===== src/rtl/axi_cache_bridge_pkg.sv =====
// Shared AXI3 field widths, cache request encodings and FSM states for the cache-to-AXI bridge.
package axi_cache_bridge_pkg;

    localparam int unsigned ADDR_W  = 32;
    localparam int unsigned DATA_W  = 32;
    localparam int unsigned STRB_W  = 4;
    localparam int unsigned LEN_W   = 8;
    localparam int unsigned SIZE_W  = 3;
    localparam int unsigned BURST_W = 2;
    localparam int unsigned LOCK_W  = 2;
    localparam int unsigned CACHE_W = 4;
    localparam int unsigned PROT_W  = 3;
    localparam int unsigned RESP_W  = 2;
    localparam int unsigned TYPE_W  = 3;

    localparam int unsigned IC_ID = 0;
    localparam int unsigned DC_ID = 1;

    localparam logic [TYPE_W-1:0] TYPE_BYTE = 3'b000;
    localparam logic [TYPE_W-1:0] TYPE_HALF = 3'b001;
    localparam logic [TYPE_W-1:0] TYPE_WORD = 3'b010;
    localparam logic [TYPE_W-1:0] TYPE_LINE = 3'b100;

    localparam logic [BURST_W-1:0] BURST_INCR = 2'b01;
    localparam logic [SIZE_W-1:0]  SIZE_WORD  = 3'd2;

    typedef enum logic {AR_IDLE, AR_REQ} ar_state_t;
    typedef enum logic [1:0] {W_IDLE, W_SEND, W_RESP} w_state_t;

    // Address/len/size payload shared by AR and AW
    typedef struct packed {
        logic [ADDR_W-1:0] addr;
        logic [LEN_W-1:0]  len;
        logic [SIZE_W-1:0] size;
    } ax_req_t;

    function automatic logic [ADDR_W-1:0] line_align(input logic [ADDR_W-1:0] a,
                                                     input int unsigned off_w);
        return a & ~((32'd1 << off_w) - 32'd1);
    endfunction

endpackage


===== src/rtl/axi_bridge_wchan.sv =====
// Write side of the bridge: captures one dcache write (line or uncached) and drives AW/W/B.
module axi_bridge_wchan
    import axi_cache_bridge_pkg::*;
#(
    parameter int unsigned LINE_WORDS = 4
) (
    input  logic                         aclk,
    input  logic                         aresetn,
    input  logic                         dc_wr_req,
    input  logic [TYPE_W-1:0]            dc_wr_type,
    input  logic [ADDR_W-1:0]            dc_wr_addr,
    input  logic [STRB_W-1:0]            dc_wr_wstrb,
    input  logic [LINE_WORDS*DATA_W-1:0] dc_wr_data,
    output logic                         dc_wr_rdy,
    output logic [ADDR_W-1:0]            awaddr,
    output logic [LEN_W-1:0]             awlen,
    output logic [SIZE_W-1:0]            awsize,
    output logic                         awvalid,
    input  logic                         awready,
    output logic [DATA_W-1:0]            wdata,
    output logic [STRB_W-1:0]            wstrb,
    output logic                         wlast,
    output logic                         wvalid,
    input  logic                         wready,
    input  logic                         bvalid,
    output logic                         bready,
    output logic                         pend_c,
    output logic [ADDR_W-1:0]            pend_line_c
);

    localparam int unsigned CNT_W = $clog2(LINE_WORDS);
    localparam int unsigned OFF_W = $clog2(LINE_WORDS) + 2;

    w_state_t            state_q, state_d;
    ax_req_t             aw_q, aw_next_c;
    logic                awvalid_q, awvalid_d, wvalid_q, wvalid_d, bready_q, bready_d;
    logic                wlast_q;
    logic [STRB_W-1:0]   wstrb_q;
    logic [DATA_W-1:0]   wdata_q;
    logic [DATA_W-1:0]   line_q [LINE_WORDS];
    logic [CNT_W-1:0]    cnt_q, cnt_d, cnt_nxt_c;
    logic                acc_c, w_hs_c, is_line_c;

    assign acc_c     = dc_wr_req && (state_q == W_IDLE);
    assign w_hs_c    = wvalid_q && wready;
    assign cnt_nxt_c = CNT_W'(cnt_q + 1'b1);
    assign is_line_c = (dc_wr_type == TYPE_LINE);

    always_comb begin
        aw_next_c.addr = dc_wr_addr;
        aw_next_c.len  = is_line_c ? LEN_W'(LINE_WORDS - 1) : '0;
        aw_next_c.size = is_line_c ? SIZE_WORD : {1'b0, dc_wr_type[1:0]};
    end

    // Next state: AW and W complete independently, B is awaited once both are done
    always_comb begin
        state_d   = state_q;
        awvalid_d = awvalid_q;
        wvalid_d  = wvalid_q;
        bready_d  = bready_q;
        cnt_d     = cnt_q;
        case (state_q)
            W_IDLE: begin
                if (dc_wr_req) begin
                    state_d   = W_SEND;
                    awvalid_d = 1'b1;
                    wvalid_d  = 1'b1;
                    cnt_d     = '0;
                end
            end
            W_SEND: begin
                if (awready) awvalid_d = 1'b0;
                if (w_hs_c) begin
                    if (wlast_q) wvalid_d = 1'b0;
                    else         cnt_d    = cnt_nxt_c;
                end
                if (!awvalid_d && !wvalid_d) begin
                    state_d  = W_RESP;
                    bready_d = 1'b1;
                end
            end
            W_RESP: begin
                if (bvalid) begin
                    state_d  = W_IDLE;
                    bready_d = 1'b0;
                end
            end
            default: state_d = W_IDLE;
        endcase
    end

    always_ff @(posedge aclk) begin
        if (!aresetn) begin
            state_q   <= W_IDLE;
            awvalid_q <= 1'b0;
            wvalid_q  <= 1'b0;
            bready_q  <= 1'b0;
            cnt_q     <= '0;
            aw_q      <= '0;
            wlast_q   <= 1'b0;
            wstrb_q   <= '0;
            wdata_q   <= '0;
            for (int i = 0; i < int'(LINE_WORDS); i++) line_q[i] <= '0;
        end else begin
            state_q   <= state_d;
            awvalid_q <= awvalid_d;
            wvalid_q  <= wvalid_d;
            bready_q  <= bready_d;
            cnt_q     <= cnt_d;
            if (acc_c) begin
                aw_q    <= aw_next_c;
                wlast_q <= !is_line_c;
                wstrb_q <= is_line_c ? {STRB_W{1'b1}} : dc_wr_wstrb;
                wdata_q <= dc_wr_data[DATA_W-1:0];
                for (int i = 0; i < int'(LINE_WORDS); i++)
                    line_q[i] <= dc_wr_data[i*DATA_W +: DATA_W];
            end else if (state_q == W_SEND && w_hs_c && !wlast_q) begin
                wdata_q <= line_q[cnt_nxt_c];
                wlast_q <= (LEN_W'(cnt_nxt_c) == aw_q.len);
            end
        end
    end

    assign dc_wr_rdy   = (state_q == W_IDLE);
    assign awaddr      = aw_q.addr;
    assign awlen       = aw_q.len;
    assign awsize      = aw_q.size;
    assign awvalid     = awvalid_q;
    assign wdata       = wdata_q;
    assign wstrb       = wstrb_q;
    assign wlast       = wlast_q;
    assign wvalid      = wvalid_q;
    assign bready      = bready_q;
    assign pend_c      = (state_q != W_IDLE);
    assign pend_line_c = line_align(aw_q.addr, OFF_W);

endmodule


===== src/rtl/axi_cache_bridge.sv =====
// icache/dcache to AXI3 master bridge: one read per source plus one write in flight.
// Define AXI_BRIDGE_RAW_CHECK_EN to hold off reads that hit the pending write line.
module axi_cache_bridge
    import axi_cache_bridge_pkg::*;
#(
    parameter int unsigned LINE_WORDS = 4,
    parameter int unsigned ID_W       = 4
) (
    input  logic                         aclk,
    input  logic                         aresetn,
    input  logic                         ic_rd_req,
    input  logic [TYPE_W-1:0]            ic_rd_type,
    input  logic [ADDR_W-1:0]            ic_rd_addr,
    output logic                         ic_rd_rdy,
    output logic                         ic_ret_valid,
    output logic                         ic_ret_last,
    output logic [DATA_W-1:0]            ic_ret_data,
    input  logic                         dc_rd_req,
    input  logic [TYPE_W-1:0]            dc_rd_type,
    input  logic [ADDR_W-1:0]            dc_rd_addr,
    output logic                         dc_rd_rdy,
    output logic                         dc_ret_valid,
    output logic                         dc_ret_last,
    output logic [DATA_W-1:0]            dc_ret_data,
    input  logic                         dc_wr_req,
    input  logic [TYPE_W-1:0]            dc_wr_type,
    input  logic [ADDR_W-1:0]            dc_wr_addr,
    input  logic [STRB_W-1:0]            dc_wr_wstrb,
    input  logic [LINE_WORDS*DATA_W-1:0] dc_wr_data,
    output logic                         dc_wr_rdy,
    output logic [ID_W-1:0]              arid,
    output logic [ADDR_W-1:0]            araddr,
    output logic [LEN_W-1:0]             arlen,
    output logic [SIZE_W-1:0]            arsize,
    output logic [BURST_W-1:0]           arburst,
    output logic [LOCK_W-1:0]            arlock,
    output logic [CACHE_W-1:0]           arcache,
    output logic [PROT_W-1:0]            arprot,
    output logic                         arvalid,
    input  logic                         arready,
    input  logic [ID_W-1:0]              rid,
    input  logic [DATA_W-1:0]            rdata,
    input  logic [RESP_W-1:0]            rresp,
    input  logic                         rlast,
    input  logic                         rvalid,
    output logic                         rready,
    output logic [ID_W-1:0]              awid,
    output logic [ADDR_W-1:0]            awaddr,
    output logic [LEN_W-1:0]             awlen,
    output logic [SIZE_W-1:0]            awsize,
    output logic [BURST_W-1:0]           awburst,
    output logic [LOCK_W-1:0]            awlock,
    output logic [CACHE_W-1:0]           awcache,
    output logic [PROT_W-1:0]            awprot,
    output logic                         awvalid,
    input  logic                         awready,
    output logic [ID_W-1:0]              wid,
    output logic [DATA_W-1:0]            wdata,
    output logic [STRB_W-1:0]            wstrb,
    output logic                         wlast,
    output logic                         wvalid,
    input  logic                         wready,
    input  logic [ID_W-1:0]              bid,
    input  logic [RESP_W-1:0]            bresp,
    input  logic                         bvalid,
    output logic                         bready
);

    localparam int unsigned OFF_W = $clog2(LINE_WORDS) + 2;

    ar_state_t         ar_state_q, ar_state_d;
    ax_req_t           ar_q, ar_next_c;
    logic [ID_W-1:0]   arid_q;
    logic              arvalid_q, ic_out_q, dc_out_q, rready_q;
    logic              ic_ret_valid_q, ic_ret_last_q, dc_ret_valid_q, dc_ret_last_q;
    logic [DATA_W-1:0] ic_ret_data_q, dc_ret_data_q;
    logic              ar_idle_c, ic_acc_c, dc_acc_c, r_hs_c, ar_hs_c;
    logic              hazard_ic_c, hazard_dc_c, wr_pend_c;
    logic [ADDR_W-1:0] wr_line_c, rd_addr_c;
    logic [TYPE_W-1:0] rd_type_c;
    logic              unused_c;

`ifdef AXI_BRIDGE_RAW_CHECK_EN
    logic              wr_acc_c;
    logic [ADDR_W-1:0] wr_in_line_c;
    // A write accepted this cycle is already pending from the read's point of view
    assign wr_acc_c     = dc_wr_req && dc_wr_rdy;
    assign wr_in_line_c = line_align(dc_wr_addr, OFF_W);
    assign hazard_ic_c  = (wr_pend_c && line_align(ic_rd_addr, OFF_W) == wr_line_c) ||
                          (wr_acc_c  && line_align(ic_rd_addr, OFF_W) == wr_in_line_c);
    assign hazard_dc_c  = (wr_pend_c && line_align(dc_rd_addr, OFF_W) == wr_line_c) ||
                          (wr_acc_c  && line_align(dc_rd_addr, OFF_W) == wr_in_line_c);
`else
    logic unused_hazard_c;
    assign hazard_ic_c     = 1'b0;
    assign hazard_dc_c     = 1'b0;
    assign unused_hazard_c = ^{wr_pend_c, wr_line_c};
`endif

    // dcache has priority; icache also yields whenever dcache is requesting
    assign ar_idle_c = (ar_state_q == AR_IDLE);
    assign dc_rd_rdy = ar_idle_c && !dc_out_q && !hazard_dc_c;
    assign ic_rd_rdy = ar_idle_c && !ic_out_q && !dc_rd_req && !hazard_ic_c;
    assign dc_acc_c  = dc_rd_req && dc_rd_rdy;
    assign ic_acc_c  = ic_rd_req && ic_rd_rdy;
    assign ar_hs_c   = arvalid_q && arready;
    assign r_hs_c    = rvalid && rready_q;
    assign rd_type_c = dc_acc_c ? dc_rd_type : ic_rd_type;
    assign rd_addr_c = dc_acc_c ? dc_rd_addr : ic_rd_addr;

    always_comb begin
        ar_next_c.addr = rd_addr_c;
        ar_next_c.len  = '0;
        ar_next_c.size = {1'b0, rd_type_c[1:0]};
        if (rd_type_c == TYPE_LINE) begin
            ar_next_c.addr = line_align(rd_addr_c, OFF_W);
            ar_next_c.len  = LEN_W'(LINE_WORDS - 1);
            ar_next_c.size = SIZE_WORD;
        end
    end

    always_comb begin
        ar_state_d = ar_state_q;
        case (ar_state_q)
            AR_IDLE: if (ic_acc_c || dc_acc_c) ar_state_d = AR_REQ;
            AR_REQ:  if (arready)              ar_state_d = AR_IDLE;
            default:                           ar_state_d = AR_IDLE;
        endcase
    end

    always_ff @(posedge aclk) begin
        if (!aresetn) begin
            ar_state_q     <= AR_IDLE;
            arvalid_q      <= 1'b0;
            ar_q           <= '0;
            arid_q         <= '0;
            ic_out_q       <= 1'b0;
            dc_out_q       <= 1'b0;
            rready_q       <= 1'b0;
            ic_ret_valid_q <= 1'b0;
            ic_ret_last_q  <= 1'b0;
            ic_ret_data_q  <= '0;
            dc_ret_valid_q <= 1'b0;
            dc_ret_last_q  <= 1'b0;
            dc_ret_data_q  <= '0;
        end else begin
            ar_state_q <= ar_state_d;
            arvalid_q  <= (ar_state_d == AR_REQ);
            rready_q   <= 1'b1;
            if (ic_acc_c || dc_acc_c) begin
                ar_q   <= ar_next_c;
                arid_q <= dc_acc_c ? ID_W'(DC_ID) : ID_W'(IC_ID);
            end
            // Outstanding flags: a burst ends on its own rlast
            if (r_hs_c && rlast && !rid[0]) ic_out_q <= 1'b0;
            if (r_hs_c && rlast &&  rid[0]) dc_out_q <= 1'b0;
            if (ar_hs_c && !arid_q[0])      ic_out_q <= 1'b1;
            if (ar_hs_c &&  arid_q[0])      dc_out_q <= 1'b1;
            ic_ret_valid_q <= r_hs_c && !rid[0];
            ic_ret_last_q  <= r_hs_c && !rid[0] && rlast;
            dc_ret_valid_q <= r_hs_c &&  rid[0];
            dc_ret_last_q  <= r_hs_c &&  rid[0] && rlast;
            if (r_hs_c && !rid[0]) ic_ret_data_q <= rdata;
            if (r_hs_c &&  rid[0]) dc_ret_data_q <= rdata;
        end
    end

    axi_bridge_wchan #(
        .LINE_WORDS (LINE_WORDS)
    ) u_wchan (
        .aclk        (aclk),
        .aresetn     (aresetn),
        .dc_wr_req   (dc_wr_req),
        .dc_wr_type  (dc_wr_type),
        .dc_wr_addr  (dc_wr_addr),
        .dc_wr_wstrb (dc_wr_wstrb),
        .dc_wr_data  (dc_wr_data),
        .dc_wr_rdy   (dc_wr_rdy),
        .awaddr      (awaddr),
        .awlen       (awlen),
        .awsize      (awsize),
        .awvalid     (awvalid),
        .awready     (awready),
        .wdata       (wdata),
        .wstrb       (wstrb),
        .wlast       (wlast),
        .wvalid      (wvalid),
        .wready      (wready),
        .bvalid      (bvalid),
        .bready      (bready),
        .pend_c      (wr_pend_c),
        .pend_line_c (wr_line_c)
    );

    assign arid         = arid_q;
    assign araddr       = ar_q.addr;
    assign arlen        = ar_q.len;
    assign arsize       = ar_q.size;
    assign arburst      = BURST_INCR;
    assign arlock       = '0;
    assign arcache      = '0;
    assign arprot       = '0;
    assign arvalid      = arvalid_q;
    assign rready       = rready_q;
    assign ic_ret_valid = ic_ret_valid_q;
    assign ic_ret_last  = ic_ret_last_q;
    assign ic_ret_data  = ic_ret_data_q;
    assign dc_ret_valid = dc_ret_valid_q;
    assign dc_ret_last  = dc_ret_last_q;
    assign dc_ret_data  = dc_ret_data_q;
    assign awid         = ID_W'(DC_ID);
    assign awburst      = BURST_INCR;
    assign awlock       = '0;
    assign awcache      = '0;
    assign awprot       = '0;
    assign wid          = ID_W'(DC_ID);
    assign unused_c     = ^{rresp, bid, bresp, rid[ID_W-1:1]};

endmodule


===== config.mk =====
export PLATFORM = sky130hd
export DESIGN_NAME = axi_cache_bridge
export DESIGN_NICKNAME = d
export VERILOG_FILES = /design/src/rtl/axi_cache_bridge_pkg.sv /design/src/rtl/axi_bridge_wchan.sv /design/src/rtl/axi_cache_bridge.sv
export SDC_FILE = /design/constraint.sdc
export NUM_CORES = 1
export LEC_CHECK = 0
export BUFFER_PORTS_ARGS = -buffer_cell sky130_fd_sc_hd__buf_2
export CORE_AREA = 3 3 203 205
export CTS_CLUSTER_DIAMETER = 120
export DETAILED_ROUTE_END_ITERATION = 12
export DIE_AREA = 0 0 206 208
export GPL_TIMING_DRIVEN = 1
export PLACE_DENSITY = 0.67
export SYNTH_ARGS = -nofsm -noshare
export SYNTH_HDL_FRONTEND = slang
export SYNTH_HIERARCHICAL = 1
export SYNTH_SLANG_ARGS = --single-unit

===== constraint.sdc =====
create_clock -name aclk -period 8.3 [get_ports aclk]
set_input_delay 0.83 -clock aclk [delete_from_list [all_inputs] [get_ports aclk]]
set_output_delay 0.83 -clock aclk [all_outputs]
set_load 0.02 [all_outputs]

### Yosys cells after proc, flatten, opt, wreduce, memory -nomap -nowiden

Memories as Yosys holds them, arrays and structs flattened.
Index checks and enable logic that the tools add are counted.

* register bits after elaboration: 206
* bits in latches: 0
* memory bits (writable): 128
* memory bits (read-only): 0
* output and inout port bits: 233
* word-level logic and storage cells: 129
* memories kept: 1

* add/sub/neg operators: 1
* multiply operators: 0
* div/mod/pow operators: 0
* magnitude comparators: 0
* equal/unequal tests: 10
* shift-type cells: 0
* multiplexer cells: 46
* bitwise logic cells: 5
* reductions and logical operators: 41

Memory list
* u_wchan.line_q: depth 4, width 32, read ports 1, clocked after memory_dff 0, write ports 4, RTL line axi_bridge_wchan.sv:40 `logic [DATA_W-1:0] line_q [LINE_WORDS];`

Operator list (number)
* 32-bit two-way mux: 7
* 1-bit two-way mux: 22
* 1-bit logical AND: 21
* 2-bit two-way mux: 8
* 15-bit two-way mux: 1
* 2-bit nonzero test: 5
* 1-bit logical NOT: 9
* 2-bit by 8-bit equality test with 1-bit output: 1
* 1-bit one-hot mux with 2 select lines: 4
* 3-bit equality test (second input constant): 2
* 2-bit != test (second input constant): 3
* 2-bit one-hot mux with 3 select lines: 1
* 3-bit AND reduction: 2
* 4-bit two-way mux: 1
* 2-bit by 1-bit != test with 1-bit output (second input constant): 2
* 1-bit bitwise OR: 4
* 2-bit one-hot mux with 2 select lines: 1
* 4-bit AND reduction: 1
* 3-bit two-way mux: 1
* 2-bit by 1-bit adder with 2-bit output (second input constant): 1
* 2-bit by 1-bit equality test with 1-bit output (second input constant): 1
* 2-bit equality test (second input constant): 1
* 2-bit logical NOT: 1
* 2-bit AND reduction: 1
* 2 further kinds: 2

### Longest topological paths before layout

* depth in word-level cells: 7
* gate-level depth with buffers: 6
* mapped depth without buffers: 4

### Modules after synthesis

The synthesis kept the hierarchy.

By module, submodules not included
* axi_bridge_wchan: times used 1, cells each 754, area an instance 9067.4 um2, sequential area each 5425.2 um2
* axi_cache_bridge: times used 1, cells each 519, area an instance 4668.2 um2, sequential area each 2162.1 um2

### Least setup slack after synthesis

OpenSTA, ideal clock, no wires.

* kind: input -> register
* start point: in dc_wr_req
* end point: mem u_wchan.line_q[0][0] (enable)
* library setup time: 0.492 ns
* arrival: 4.216 ns
* data required time: 7.808 ns
* setup slack: 3.593 ns
* cell stages on the path: 4
* buffers on the path: 2
* path through: or3b_1 buf_2 clkbuf_1 nand2_1

RTL lines
* from (decl): RTL line axi_cache_bridge.sv:25 `input logic dc_wr_req,`
* to (decl): RTL line axi_bridge_wchan.sv:40

==> reports/qor.yml <==
status: "completed"
end_kind: "flop"
wl_per_cell_um: 17.98
ios: 525
avgSynthCellArea_um2: 10.87
cts_tree: "done"
dp_hpwl_um: 26190
drc: 0
drtAntennaViolNets: 0
hold_path.class: "reg -> reg"
fin_crit_sh_pct: 33.35
place_ws_ps: 5044
path_max_fanout: 75
p_switching_w: 0.001042
p_leak_nw: 7.932
grt_use_total_pct: 17.38
power_frac_clock_pct: 39.8
crit_path_start_kind: "flop"
die_height_um: 208
dieArea_mm2: 0.04285
io_buffers: 466
rrSetupSlack_ps: 5530
synth_cells: 1241
setup_tns_ps: 0
antenna_found_initial: 10
start_util_pct: 34.04
p_seq_share_pct: 46.0
grt_pass1_wl_um: 59350
hold_start: "u_wchan/awaddr[21]$_SDFFE_PN0P_"
skew_ps: 20.67
slew_viol_final: 0
comb_power_share_pct: 14.2
fillers: 3859
num_rows: 73
layout.area.seq_mm2: 0.007590
hold_end: "u_wchan/awaddr[21]$_SDFFE_PN0P_"
grt_max_degree: 124
maxSlewHeadroom_pct: 23.43
ys_warn_count: 6
maxCapViolCount: 0
rsz0062_at_grt: "false"
cts_buffer_depth: 3
grt-ovfl-total: 0
worstHoldPathCells: 2
grt_pass1_vias: 10460
drtIter0Drc: 929
core_mm2: 0.03964
finalCriticalPeriod_ps: 2768
fin_ws_ps: 5532
clk_pin_slew_ps: 60
post_cts_resized: 0
ir_drop_mv: 0.1274
r2r-start: "u_wchan/state_q[0]$_SDFFE_PN0P_"
firstDrtPassIters: 5
reg2reg_depth: 3
pwr_density_cell_mw_per_mm2: 230.0
htreeDepth: 2
ctsHoldBuffers: 0
routed_wl_um: 39420
critical_path_required_ps: 8450
vias: 10810
gp_congestion: 0.8123
p_sw_share_pct: 26.62
cts_sinks: 315
area_growth_pct: 26.11
hold_violations: 0
post-cts-setup-buffer-count: 0
fp.dieW_um: 206
drive_gt1_share_pct: 34.86
cts_inserted_buffers: 35
setup_violations: 0
p_int_w: 0.002872
worstSkewPairLatency_ps: 540
fmax_mhz: 361.2
cts_root_buf: "clkbuf_16"
multiInputGateArea_mm2: 0.005162
cp_data_arrival_time_ps: 2920
synth_area_mm2: 0.01350
reg2reg_to: "u_wchan/line_q[0][9]$_SDFFCE_PN0P_"
worst_pin_slew_ps: 1146
nets: 1931
via_per_inst: 4.929
critical_path_class: "reg -> reg"
stage by stage:
step           utilization [%]  total power, W  hold slack (ps)  cell area, um2  std cells
3_3_place_gp             40.02        0.002373            439.9           15860       2127
3_5_place_dp             40.02        0.002389            443.1           15860       2127
4_1_cts                  42.91        0.003966            453.9           17010       2189
5_1_grt                  42.93        0.004080            470.1           17020       2192
2_1_floorplan                -        0.002198            516.1           13660       1285
6_report                 42.93        0.003914            450.9           17020       2192
registers in the layout (all words and copies together), names as in the netlist, 2 cells and up:
signal / cells
dc_ret_data: 32
u_wchan/cnt_q: 2
araddr: 32
ic_ret_data: 32
u_wchan/line_q: 128
u_wchan/awaddr: 32
u_wchan/state_q: 2
arsize: 2
u_wchan/wdata: 32
u_wchan/wstrb: 4
u_wchan/awsize: 2
placed cells by master, fill, tap and decap left out, types with 3 or more instances in the layout:
| cell | count |
|---|---|
| nor3_1 | 58 |
| and3_1 | 129 |
| nor2b_1 | 4 |
| nor2_1 | 5 |
| clkbuf_16 | 37 |
| a21boi_0 | 67 |
| a21oi_1 | 44 |
| clkinv_1 | 4 |
| nand3_1 | 6 |
| a32oi_1 | 5 |
| inv_1 | 4 |
| diode_2 | 3 |
| conb_1 | 47 |
| dfxtp_1 | 185 |
| buf_2 | 465 |
| clkbuf_8 | 5 |
| o211a_1 | 31 |
| o221a_1 | 5 |
| buf_4 | 13 |
| a211oi_1 | 29 |
| edfxtp_1 | 128 |
| clkbuf_1 | 7 |
| o211ai_1 | 6 |
| clkinv_2 | 6 |
| mux2i_1 | 34 |
| nand2_1 | 231 |
| o21ai_0 | 35 |
| mux4_2 | 32 |
cell type report:
cell class / count / area share (%)
flip-flops and latches: 315 / 44.60
multi-input cells: 803 / 30.33
repair buffers: 479 / 14.31
clock buffers: 49 / 5.999
well taps: 525 / 3.860
clock inverters: 13 / 0.7425
inverters: 5 / 0.1103
diodes: 3 / 0.04411
metal layers:
| layer | up-vias | part of all wire [%] | GRT usage, % | routed length [um] |
|---|---|---|---|---|
| li1 | 5156 | - | - | - |
| met4 | 6 | 2.3 | 5.735 | 903 |
| met5 | - | 0.10 | 0 | 41 |
| met2 | 373 | 49 | 29.45 | 19440 |
| met1 | 5203 | 41 | 22.15 | 16270 |
| met3 | 67 | 7.0 | 3.568 | 2764 |
power by group through the flow:
| stage | sequential [W] | combinational, W | clock [W] |
|---|---|---|---|
| floorplan | 0.00190 | 0.000296 | 0 |
| global placement | 0.00182 | 0.000549 | 0 |
| detailed placement | 0.00183 | 0.000557 | 0 |
| CTS | 0.00180 | 0.000560 | 0.00161 |
| global route | 0.00181 | 0.000603 | 0.00167 |
| finish | 0.00180 | 0.000556 | 0.00156 |
how the worst max path moves through the flow:
stage                                    start                             endpoint  slack [ps]  cells after the start
3_5_place_dp                         dc_wr_req  u_wchan/line_q[3][17]$_SDFFCE_PN0P_        5040                      4
5_1_grt        u_wchan/state_q[0]$_SDFFE_PN0P_   u_wchan/line_q[2][7]$_SDFFCE_PN0P_        5320                      3
2_1_floorplan                        dc_wr_req   u_wchan/line_q[0][0]$_SDFFCE_PN0P_        3590                      4
3_3_place_gp                         dc_wr_req  u_wchan/line_q[0][17]$_SDFFCE_PN0P_        5090                      4
6_report       u_wchan/state_q[0]$_SDFFE_PN0P_   u_wchan/line_q[0][9]$_SDFFCE_PN0P_        5530                      3
4_1_cts        u_wchan/state_q[0]$_SDFFE_PN0P_   u_wchan/line_q[2][7]$_SDFFCE_PN0P_        5450                      3
worst max-delay path, stage by stage (launching register included):
cell and delay, ps:
dfxtp_1 420, or3b_4 460, nand2_4 740, buf_4 720
(Power assumes the default switching activity.)
